[config.mk]
export PLATFORM = sky130hd
export DESIGN_NAME = cic_decimator
export DESIGN_NICKNAME = d
export VERILOG_FILES = /design/src/rtl/cic_decimator.sv
export SDC_FILE = /design/constraint.sdc
export NUM_CORES = 1
export LEC_CHECK = 0
export ABC_AREA = 1
export CAP_MARGIN = 25
export CORE_MARGIN = 2
export CORE_UTILIZATION = 60
export CTS_BUF_LIST = sky130_fd_sc_hd__clkbuf_16
export CTS_CLUSTER_SIZE = 14
export DETAILED_ROUTE_END_ITERATION = 8
export GPL_ROUTABILITY_DRIVEN = 0
export PLACE_DENSITY = 0.8
export SETUP_SLACK_MARGIN = 0.02
export SLEW_MARGIN = 20
export SYNTH_ARGS = -nofsm -noshare
export SYNTH_HDL_FRONTEND = slang
export SYNTH_SLANG_ARGS = --single-unit
[constraint.sdc]
create_clock -name clk -period 4.2 [get_ports clk]
set_input_delay 0.84 -clock clk [delete_from_list [all_inputs] [get_ports clk]]
set_output_delay 0.84 -clock clk [all_outputs]
set_load 0.005 [all_outputs]
[src/rtl/cic_decimator.sv]
// cic_decimator
//
// Hogenauer CIC decimator that feeds the ISOP compensator. The block
// integrates every accepted input sample, decimates by R, runs the comb
// chain once per output, and scales away the (R*M)^N gain by keeping the
// top OUT_W bits of the final comb. The result stays on d_out until the
// next output, so a downstream block may sample it on any clock.
//
// Ports:
//   clk        rising-edge system clock
//   rst        asynchronous active-high reset
//   in_valid   d_in carries a sample this cycle
//   d_in       signed IN_W-bit input sample
//   d_out      signed OUT_W-bit decimated output, held between strobes
//   out_valid  one-cycle pulse marking a new d_out

module cic_decimator #(
    parameter int N     = 3,
    parameter int R     = 8,
    parameter int M     = 1,
    parameter int IN_W  = 8,
    parameter int OUT_W = 8
) (
    input  logic                    clk,
    input  logic                    rst,
    input  logic                    in_valid,
    input  logic signed [IN_W-1:0]  d_in,
    output logic signed [OUT_W-1:0] d_out,
    output logic                    out_valid
);

    localparam int RM_LOG2 = $clog2(R * M);
    localparam int W       = IN_W + N * RM_LOG2;
    localparam int CNT_W   = (R > 1) ? $clog2(R) : 1;

    // Reject parameter sets the datapath cannot support.
    if (R < 2 || R > 64 || (R & (R - 1)) != 0) begin : g_bad_r
        $error("cic_decimator: R must be a power of two in 2..64");
    end
    if (OUT_W > IN_W) begin : g_bad_out_w
        $error("cic_decimator: OUT_W must not exceed IN_W");
    end
    if (N < 1 || N > 6) begin : g_bad_n
        $error("cic_decimator: N must be in 1..6");
    end
    if (M < 1 || M > 2) begin : g_bad_m
        $error("cic_decimator: M must be 1 or 2");
    end

    logic [W-1:0]     integ [N];
    logic [W-1:0]     din_ext;
    logic [CNT_W-1:0] cnt;
    logic             tick;
    logic [W-1:0]     comb_out;
    logic             unused_lsbs;

    assign din_ext = {{(W - IN_W){d_in[IN_W-1]}}, d_in};
    assign tick    = in_valid && (cnt == CNT_W'(R - 1));

    // Integrator cascade. Each stage adds the pre-edge value of the stage
    // before it; overflow wraps on purpose because the combs undo it.
    always_ff @(posedge clk or posedge rst) begin
        if (rst) begin
            for (int k = 0; k < N; k++) begin
                integ[k] <= '0;
            end
        end else if (in_valid) begin
            integ[0] <= integ[0] + din_ext;
            for (int k = 1; k < N; k++) begin
                integ[k] <= integ[k] + integ[k-1];
            end
        end
    end

    // Decimation counter. R is a power of two, so the natural wrap of the
    // counter gives the modulo-R count.
    always_ff @(posedge clk or posedge rst) begin
        if (rst) begin
            cnt <= '0;
        end else if (in_valid) begin
            cnt <= cnt + 1'b1;
        end
    end

    // Comb chain. Each stage is a separate generate scope so the
    // combinational subtract chain is not one self-referencing vector.
    for (genvar k = 0; k < N; k++) begin : g_comb
        logic [W-1:0] c_in;
        logic [W-1:0] c_out;
        logic [W-1:0] dly [M];

        if (k == 0) begin : g_first
            assign c_in = integ[N-1];
        end else begin : g_next
            assign c_in = g_comb[k-1].c_out;
        end

        assign c_out = c_in - dly[M-1];

        // Delay line holding this stage's input from the last M ticks.
        always_ff @(posedge clk or posedge rst) begin
            if (rst) begin
                for (int j = 0; j < M; j++) begin
                    dly[j] <= '0;
                end
            end else if (tick) begin
                dly[0] <= c_in;
                for (int j = 1; j < M; j++) begin
                    dly[j] <= dly[j-1];
                end
            end
        end
    end

    assign comb_out    = g_comb[N-1].c_out;
    assign unused_lsbs = ^comb_out[W-OUT_W-1:0];

    // Output register. Keeping the top bits truncates toward -inf and
    // divides out the full (R*M)^N gain.
    always_ff @(posedge clk or posedge rst) begin
        if (rst) begin
            d_out     <= '0;
            out_valid <= 1'b0;
        end else begin
            out_valid <= tick;
            if (tick) begin
                d_out <= comb_out[W-1 -: OUT_W];
            end
        end
    end

endmodule

* Yosys cells after proc, flatten, opt, wreduce, memory -nomap -nowiden
Index checks and enable logic that the tools add are counted.
Storage, ports and cells: register bits after elaboration 114, bits in latches 0, bits in writable memories 0, memory bits (read-only) 0, output and inout port bits 9, word-level logic and storage cells 18, memories kept 0
Cells by class: add/subtract/negate cells 7, $mul 0, divide/modulo/power cells 0, $lt $le $gt $ge 0, eq/ne operators 1, shift-type cells 0, mux-type cells 0, bitwise logic cells 0, reduce and logical (&&, ||, !) cells 1
Operators by type and width (number):
- 17-bit adder | 3
- 17-bit subtractor | 3
- 3-bit by 1-bit adder with 3-bit output (second input constant) | 1
- 3-bit == test (second input constant) | 1
- 1-bit logical AND | 1

* Longest topological paths before layout
Gate-level depths: netlist (run 1).
depth in word-level cells 3, depth in mapped cells 30, depth with buffers taken out 30

* Least setup slack after synthesis (run 1)
No wires, ideal clock.
path kind register -> register, start reg integ, in the netlist g_comb[0].c_in[0], end reg d_out[7], setup time 0.117 ns, data arrival time 3.642 ns, data required time 4.083 ns, setup slack 0.440 ns, stages on the path, launching flop included 28, clock period less this slack 3.760 ns, cells stage by stage dfrtp_1 > inv_1 > ha_1 > fa_1 > inv_1 > nand2_1 > nand2_1 > nand2_1 > nor2_1 > nor2_1 > xnor2_1 > ha_1 > a21oi_1 > nand3_2 > a21boi_4 > o21ai_4 > a21oi_2 > xor2_2 > ha_1 > nand2_1 > nor3_1 > nand2_1 > nand3_1 > inv_1 > nand2_1 > nand3_1 > nand3_1 > nand2_1
Between the ends: word-level cells in the longest chain between the ends 3
RTL lines:
- start: declaration | RTL line 50 | logic [W-1:0] integ [N];
- start signal: indexed assignment | RTL line 70 | integ[k] <= integ[k] + integ[k-1];
- 17-bit subtractor | RTL line 98 | assign c_out = c_in - dly[M-1];
- net g_comb[0].c_out[6] | RTL line 89 | logic [W-1:0] c_out;
- 17-bit subtractor | RTL line 98
- net g_comb[1].c_out[13] | RTL line 89
- 17-bit subtractor | RTL line 98
- end signal: assignment | RTL line 127 | d_out <= comb_out[W-1 -: OUT_W];
- end: declaration | RTL line 28 | output logic signed [OUT_W-1:0] d_out,
The timed path passes the listed nets, and every way through them passes these cells. A chain may end at the register's enable or synchronous reset.

* Worst setup path after layout (run 1)
start reg g_comb[0].dly[0] (netlist name), end reg d_out[7]
Between the ends: word-level cells in the longest chain between the ends 3
RTL lines:
- start: declaration | RTL line 90 | logic [W-1:0] dly [M];
- start signal: indexed assignment | RTL line 109 | dly[j] <= dly[j-1];
- 17-bit subtractor | RTL line 98
- net g_comb[0].c_out[6] | RTL line 89
- 17-bit subtractor | RTL line 98
- net g_comb[1].c_out[13] | RTL line 89
- 17-bit subtractor | RTL line 98
The timed path passes the listed nets, and every way through them passes these cells.

==> metrics list, run 1 <==
* Status: finished, final reports clean
- Synthesis instantiated 43 different standard cells from the library.
- For the worst setup path, the data required time is 4500 ps.
* Flops & latches, synth: 114
- Total of hold buffers inserted after clock tree synthesis: 0
* Launching element type of the critical path: register
- The layout has 1,077 filler cells.
- The total count of hold-check failures in the final report is 0.
- Detailed placer's ending HPWL: 12.02 mm
* Endpoints failing setup: 0
- In this design, the critical path's most frequently occurring cell is sky130_fd_sc_hd__nand2_2.
- In the synthesized netlist the dominant register cell turns out to be sky130_fd_sc_hd__dfrtp_1.
- Slew Limit Fails: 0
- Yosys printed 0 warnings.
* Min Clock Period, post-route: 4084 ps
- Total routed wirelength: 16.50 mm
* Starting Density: 61.22%
* Synthesized net count: 1,196
- The clock net in this run drives a total of 114 sinks.
- Core occupancy in the finished layout: 69.20%
* Fraction of layout instances using a drive strength above 1: 10.52%
- The clock tree synthesis step divided the H-tree into 4 levels.
- Maximum achievable frequency: 244.8 MHz
- The core region is 13,880 um2.
* Maxcap violations: 0
- Number of cells in the design after placement: 1,267
- Pin count of the biggest net entering global routing: 70
- Met3 usage in global routing: 4.797%
* Overflow after GRT: 0
- Worst max-slew margin expressed relative to the limit: 60.46%
- For this run, the post-layout net count is 1,226.
- Measured along the y axis, the die boundary spans 123.0 um.
- STA classifies the critical path endpoint as a register.
* GR peak layer: met2
- Along the worst path, the maximum fanout reaches 5.
- Biggest area contributors in the synthesized netlist: sky130_fd_sc_hd__dfrtp_1 34%, sky130_fd_sc_hd__ha_1 14%, sky130_fd_sc_hd__nand2_1 12%, sky130_fd_sc_hd__o21ai_0 5.9%, sky130_fd_sc_hd__inv_1 5.8%
- Fraction of the cycle the final worst path needs: 97.24%
- Worst setup endpoint: d_out[7]
- Area occupied by registers: 2853 um2
- Total track usage: 23.72%
- Post-layout instance count excluding filler cells: 1,302
- After technology mapping, the gate count stands at 1,083.
* Via count: 6,990
* Critical path class: register to register
- Reg-to-Reg Start: g_comb[0].dly[0]
* Worst r2r dst: d_out[7]
- The most critical setup path has its startpoint at g_comb[0].dly[0].
- Dividing the detail-routed via count by the number of cells gives 5.369.
* Floorplan die width: 123.0 um
- At the pin with the least slew margin, the transition time is 593.1 ps.
* First-pass iteration count of the detailed router: 5
* Post-synth EDFFs: 0
- Post-Synthesis Cell Area: 8498 um2
- Summing all multi-input logic gate instances after layout gives 5132 um2.
* Slowest Stage Delay on Critical Path: 410 ps
- Area of placed instances: 8911 um2
- Dividing the detail-routed wire length by the instance count gives 12.67 um.
- The worst register-to-register path has a setup slack of 120 ps.
* Clock transition at the registers of the reported paths: 50 ps
- Insertion delay of the later-clocked pin in the worst-skew pair: 410 ps
- The number of global-route vias before repair is 6,953.
* Port Buf Inserts: 19
- GR Layer Usage met1: 27.40%
* Final ANT Viol Nets: 0
- Setup repair after global routing could not meet its margin everywhere.
- Count of cells along the worst register-to-register path: 29
- Clock tree synthesis inserted a total of 17 buffers.
- Routing usage on met2: 43.37%
- Post-Syn Area per Cell: 7.847 um2
- Deepest clock path buffer count: 2
- 20 I/O pins were placed.
* Portion of the post-synthesis area used by sequential elements: 33.57%
* Dominant cell type by area after synthesis: sky130_fd_sc_hd__dfrtp_1
- Slowest cell on the critical path: sky130_fd_sc_hd__dfrtp_1
- The initial antenna violation count came to 0.
- Yosys top cell area share: 33.57%
- Die footprint: 15,130 um2
- Of all flip-flops after synthesis, the portion carrying an async set or reset was 100.0%.
- Clock Skews: 9.101 ps
* Final Cell Area: 9605 um2
- CTS tree: yes
- The first global-routing pass estimated 29.15 mm of wire.
- The tree is rooted in a sky130_fd_sc_hd__clkbuf_16.
* Area growth from synthesis to final layout: 13.03%
- Residual DRC: 0
- Hold WC Path Type: register to register
* Data arrival time of the critical path: 4380 ps
- The floorplan has 43 rows.
* Violation count after the first detailed-route iteration: 364
* N_diodes: 0
==> cell usage after synthesis (3+ instances only) <==
cell and n:
sky130_fd_sc_hd__a211oi_1 3, sky130_fd_sc_hd__a21o_1 8, sky130_fd_sc_hd__a21oi_1 70, sky130_fd_sc_hd__a21oi_2 12
sky130_fd_sc_hd__a31o_2 3, sky130_fd_sc_hd__a31oi_1 16, sky130_fd_sc_hd__buf_1 3, sky130_fd_sc_hd__buf_2 3
sky130_fd_sc_hd__clkbuf_1 17, sky130_fd_sc_hd__dfrtp_1 114, sky130_fd_sc_hd__fa_1 5, sky130_fd_sc_hd__ha_1 97
sky130_fd_sc_hd__inv_1 131, sky130_fd_sc_hd__inv_2 6, sky130_fd_sc_hd__nand2_1 262, sky130_fd_sc_hd__nand2_2 7
sky130_fd_sc_hd__nand3_1 44, sky130_fd_sc_hd__nand3_2 5, sky130_fd_sc_hd__nand4_1 7, sky130_fd_sc_hd__nor2_1 44
sky130_fd_sc_hd__nor3_1 11, sky130_fd_sc_hd__o21a_1 3, sky130_fd_sc_hd__o21ai_0 100, sky130_fd_sc_hd__o21ai_1 9
sky130_fd_sc_hd__o21ai_2 6, sky130_fd_sc_hd__o21bai_1 9, sky130_fd_sc_hd__or2_2 5, sky130_fd_sc_hd__xnor2_1 27
sky130_fd_sc_hd__xor2_1 35, sky130_fd_sc_hd__xor2_2 3
==> critical path: cells and delay by family (launching register included) <==
family	cells	cell delay, ps
and+or+nand+nor	16	1150
adders and majority gates	4	1140
AOI/OAI and AO/OA	4	650
xor gates and xnor gates	2	420
DFF	1	410
buffers and inverters	3	170
==> state kept, by name, summed over array words and instances, names as in the netlist <==
| signal | cells |
|---|---|
| integ | 34 |
| d_out | 8 |
| out_valid | 1 |
| g_comb.dly | 51 |
| g_comb.c_in | 17 |
| cnt | 3 |
==> through the flow <==
| step | hold slack (ps) | worst slack, ps | TNS, ps |
|---|---|---|---|
| after floorplan | 444.9 | 344.3 | 0 |
| after global placement | 457.9 | 210.5 | 0 |
| after detailed placement | 467.0 | 62.05 | 0 |
| after CTS | 477.3 | 36.13 | 0 |
| after global routing | 495.3 | -216.2 | -517.6 |
| final | 476.3 | 115.8 | 0 |
==> layer usage <==
metal,share of wire (%),up-vias
li1,-,3645
met1,44,3215
met2,52,109
met3,2.9,21
met4,1.2,0
met5,0,-
==> cells in the final DEF (no fill, tap or decap), drive strengths merged, types with 5 or more instances in the layout <==
cell type	instances
nand4	7
dfrtp	114
clkbuf	17
a21o	8
buf	15
clkdlybuf4s50	19
inv	139
nor3	11
o21ai	117
xnor2	27
clkinv	6
or2	6
nand3	49
o21bai	11
xor2	38
a31oi	17
nor2	45
ha	97
a21oi	83
fa	5
nand2	269
==> timing repair <==
| item | 4_1_cts | 5_1_grt |
|---|---|---|
| resized for setup | 0 | 29 |
| buffers inserted | 0 | 7 |
| endpoints found under the hold margin | 0 | 0 |
| setup endpoints to repair | 0 | 7 |
==> logic make-up after synthesis <==
group                    Yosys count  synth area share (%)
XOR/XNOR                          65                 6.964
AND/OR/NAND/NOR                  391                 19.21
flip-flops                       114                 33.57
adder cells (fa/ha/maj)          102                 15.46
buffers and inverters            160                 7.111
AO/OA/AOI/OAI                    251                 17.68
==> final cells by class <==
cell class | count | share of cell area (%)
timing repair buffer | 34 | 3.413
tap | 180 | 2.345
multi-input combinational | 809 | 53.43
clock inverter | 11 | 1.303
sequential | 114 | 29.70
clock buffer | 17 | 4.429
inverter | 137 | 5.380
==> worst min path at each step <==
stage | start | endpoint | slack (ps) | cells past startpoint
after floorplan | cnt[0] | cnt[0] | 440 | 1
after global placement | cnt[1] | cnt[1] | 460 | 2
after detailed placement | g_comb[1].dly[15] | g_comb[1].dly[15] | 470 | 2
after CTS | cnt[0] | cnt[0] | 480 | 1
after global routing | d_out[3] | d_out[3] | 500 | 2
final | d_out[3] | d_out[3] | 480 | 2
Power of run 1 is not shown: default switching activity piles up to over one toggle a cycle in this logic, so the estimate is an artifact.
==> run 2: changes to the inputs <==
Settings changed: CAP_MARGIN 25 to 20, SETUP_SLACK_MARGIN 0.02 to 0.5.
==> run 2 against run 1 <==
Net effect: the flow now finishes with violations (setup timing); sequential share of layout area decreased by 2.0 points; fmax fell by 3.9%; final cell count rose by 2.4%; highest routed layer unchanged; worst setup slack got worse by 170 ps; register-to-register slack got worse by 170 ps.
==> metrics list, run 2 (synthesis results as in run 1) <==
- Wire length of the first global-routing pass: 30.88 mm (was 29.15 mm)
- Total routed wirelength: 20.31 mm (was 16.50 mm)
- Total track usage: 25.51% (was 23.72%)
- The placed wire-length estimate after detailed placement came to 12.02 mm (about the same).
- The clock root buffer master was sky130_fd_sc_hd__clkbuf_16 (unchanged).
- Violation count after the first detailed-route iteration: 561 (was 364)
- The number of sinks driven by the clock tree is 114 (unchanged).
* Most frequent standard cell in the layout excluding fill and tap cells: sky130_fd_sc_hd__nand2_1 (unchanged)
- Unrepaired setup endpoints after global routing: true (unchanged)
* Area growth from synthesis to final layout: 21.38% (was 13.03%)
* Critical path class: register to register (unchanged)
* Number of global-route vias before repair: 7,141 (was 6,953)
* Slew Limit Fails: 0 (unchanged)
* Highest-count cells in the layout ignoring fill and taps: 252 x sky130_fd_sc_hd__nand2_1, 122 x sky130_fd_sc_hd__inv_1, 114 x sky130_fd_sc_hd__dfrtp_1 (was 257 x sky130_fd_sc_hd__nand2_1, 127 x sky130_fd_sc_hd__inv_1, 114 x sky130_fd_sc_hd__dfrtp_1)
- The depth of the CTS H-tree is 4 (unchanged).
* Endpoints failing setup: 1 (was 0)
* Fraction of the cycle the final worst path needs: 101.2% (was 97.24%)
- The worst min-delay path category is register to register (unchanged).
- Residual DRC: 0 (unchanged)
- Data arrival time of the critical path: 4530 ps (was 4380 ps)
- The worst setup slack after placement came to 80.41 ps (was 62.05 ps).
* Port Buf Inserts: 19 (unchanged)
- CTS tree: yes (unchanged)
- First-pass iteration count of the detailed router: 5 (unchanged)
* N_diodes: 0 (unchanged)
- Number of placement rows: 43 (unchanged)
- The final worst setup slack was -50.85 ps (was 115.8 ps).
* Max reg flops: 51 (unchanged)
* Final-stage net count: 1,253 (was 1,226)
* Area of the core region: 13,880 um2 (unchanged)
- The relative slew slack is 42.92% (was 60.46%).
- The ratio of cells with drive above 1 in the final layout is 17.95% (was 10.52%).
* Floorplan die width: 123.0 um (unchanged)
- Data required, critical path: 4480 ps (was 4500 ps)
- The initial antenna violation count was 0 (unchanged).
- Final number of hold-violating endpoints: 0 (unchanged)
- The number of clock buffers inserted by TritonCTS came to 17 (unchanged).
- The register with the most flip-flops was g_comb.dly (unchanged).
- Post-layout instance count excluding filler cells: 1,333 (was 1,302)
* Violated checks: setup timing
- Clock Skews: 7.046 ps (was 9.101 ps)
* Num ports: 20 (unchanged)
- Final ANT Viol Nets: 0 (unchanged)
* Vias per std cell: 5.596 (was 5.369)
* Min Clock Period, post-route: 4251 ps (was 4084 ps)
- Worst Hold Margin: 472.8 ps (was 476.3 ps)
- The total placed cells including tap cells is 1,267 (unchanged).
* Die footprint: 15,130 um2 (unchanged)
* Core occupancy in the finished layout: 74.31% (was 69.20%)
- Deepest clock path buffer count: 2 (unchanged)
- Die extent in y: 123.0 um (unchanged)
- The maximum number of pins on one net before global-route repair is 70 (unchanged).
- Biggest fanout along the worst timing path: 4 (was 5)
- Routed wire length per instance: 15.24 um (was 12.67 um)
- The startpoint class of the critical path is a register (unchanged).
* Endpoint kind of the worst setup timing path: register (unchanged)
* Status: finished, violations left (was finished, final reports clean)
- The max capacitance violation total was 0 (unchanged).
- Overflow after GRT: 0 (unchanged)
* Via count: 7,459 (was 6,990)
* Maximum achievable frequency: 235.2 MHz (was 244.8 MHz)
* Clock transition at the registers of the reported paths: 50 ps (about the same)
- The insertion delay to the later sink of the worst-skew pair is 430 ps (was 410 ps).
* Starting Density: 61.22% (unchanged)
- The slew at the pin with the worst max-slew slack is 856.2 ps (was 593.1 ps).
-- run 2: what timing repair did --
action	4_1_cts	5_1_grt
cloned	0	0
endpoints found under the setup margin	8	8
buffers inserted	17	17
hold buffers	0	0
pin swaps	31	60
gates resized for setup	37	72
-- run 2: worst paths after layout --
kind / start / end / slack [ps] / cells after the start
setup / recovery: g_comb[0].c_in[0] / d_out[5] / -50 / 24
hold / removal: d_out[7] / d_out[7] / 470 / 2
setup reg to reg: g_comb[0].c_in[0] / d_out[5] / -50 / 24
hold reg to reg: d_out[7] / d_out[7] / 470 / 2
max in group asynchronous: rst / cnt[1] / 2560 / 3
min in group asynchronous: rst / g_comb[0].dly[1] / 960 / 3
-- run 2: final cells by class --
class,count,area [um2]
clock inverter,15,197.7
timing repair buffer,61,529.3
tap,180,225.2
sequential,114,2853
multi-input combinational,809,5564
fill,964,3566
inverter,137,520.5
clock buffer,17,425.4
-- run 2: metrics by stage --
stage                     instance area, um2  TNS [ps]
final                                  10310    -50.85
after global routing                   10310     -1213
after global placement                  8917         0
after CTS                               9831         0
after floorplan                         8519         0
after detailed placement                8917         0
-- run 2: critical path, cell delays in order, from the launching register on --
cell and delay [ps]:
sky130_fd_sc_hd__dfrtp_1 360, sky130_fd_sc_hd__inv_2 60, sky130_fd_sc_hd__ha_4 160, sky130_fd_sc_hd__fa_2 360
sky130_fd_sc_hd__inv_2 70, sky130_fd_sc_hd__nand2_2 50, sky130_fd_sc_hd__nand2_2 90, sky130_fd_sc_hd__nand2_2 80
sky130_fd_sc_hd__nor2_2 110, sky130_fd_sc_hd__nor2_2 60, sky130_fd_sc_hd__xnor2_2 210, sky130_fd_sc_hd__ha_4 260
sky130_fd_sc_hd__a21oi_2 230, sky130_fd_sc_hd__nand3_4 120, sky130_fd_sc_hd__a21boi_4 190, sky130_fd_sc_hd__o21ai_4 110
sky130_fd_sc_hd__buf_4 160, sky130_fd_sc_hd__xor2_2 290, sky130_fd_sc_hd__ha_4 280, sky130_fd_sc_hd__a21oi_2 230
sky130_fd_sc_hd__o21ai_0 160, sky130_fd_sc_hd__a21oi_1 210, sky130_fd_sc_hd__nand2_1 100, sky130_fd_sc_hd__nand2_1 80
sky130_fd_sc_hd__a31oi_1 70
-- run 2: layer usage --
| layer | share of wire (%) | wire length [um] | track usage [%] | up-vias |
|---|---|---|---|---|
| met5 | 0 | 0 | 0 | - |
| met4 | 4.1 | 831 | 11.36 | 0 |
| met3 | 3.6 | 727 | 4.613 | 70 |
| met2 | 52 | 10570 | 46.62 | 181 |
| met1 | 40 | 8177 | 28.90 | 3512 |
| li1 | - | - | - | 3696 |
Power of run 2 is left out for the same reason.
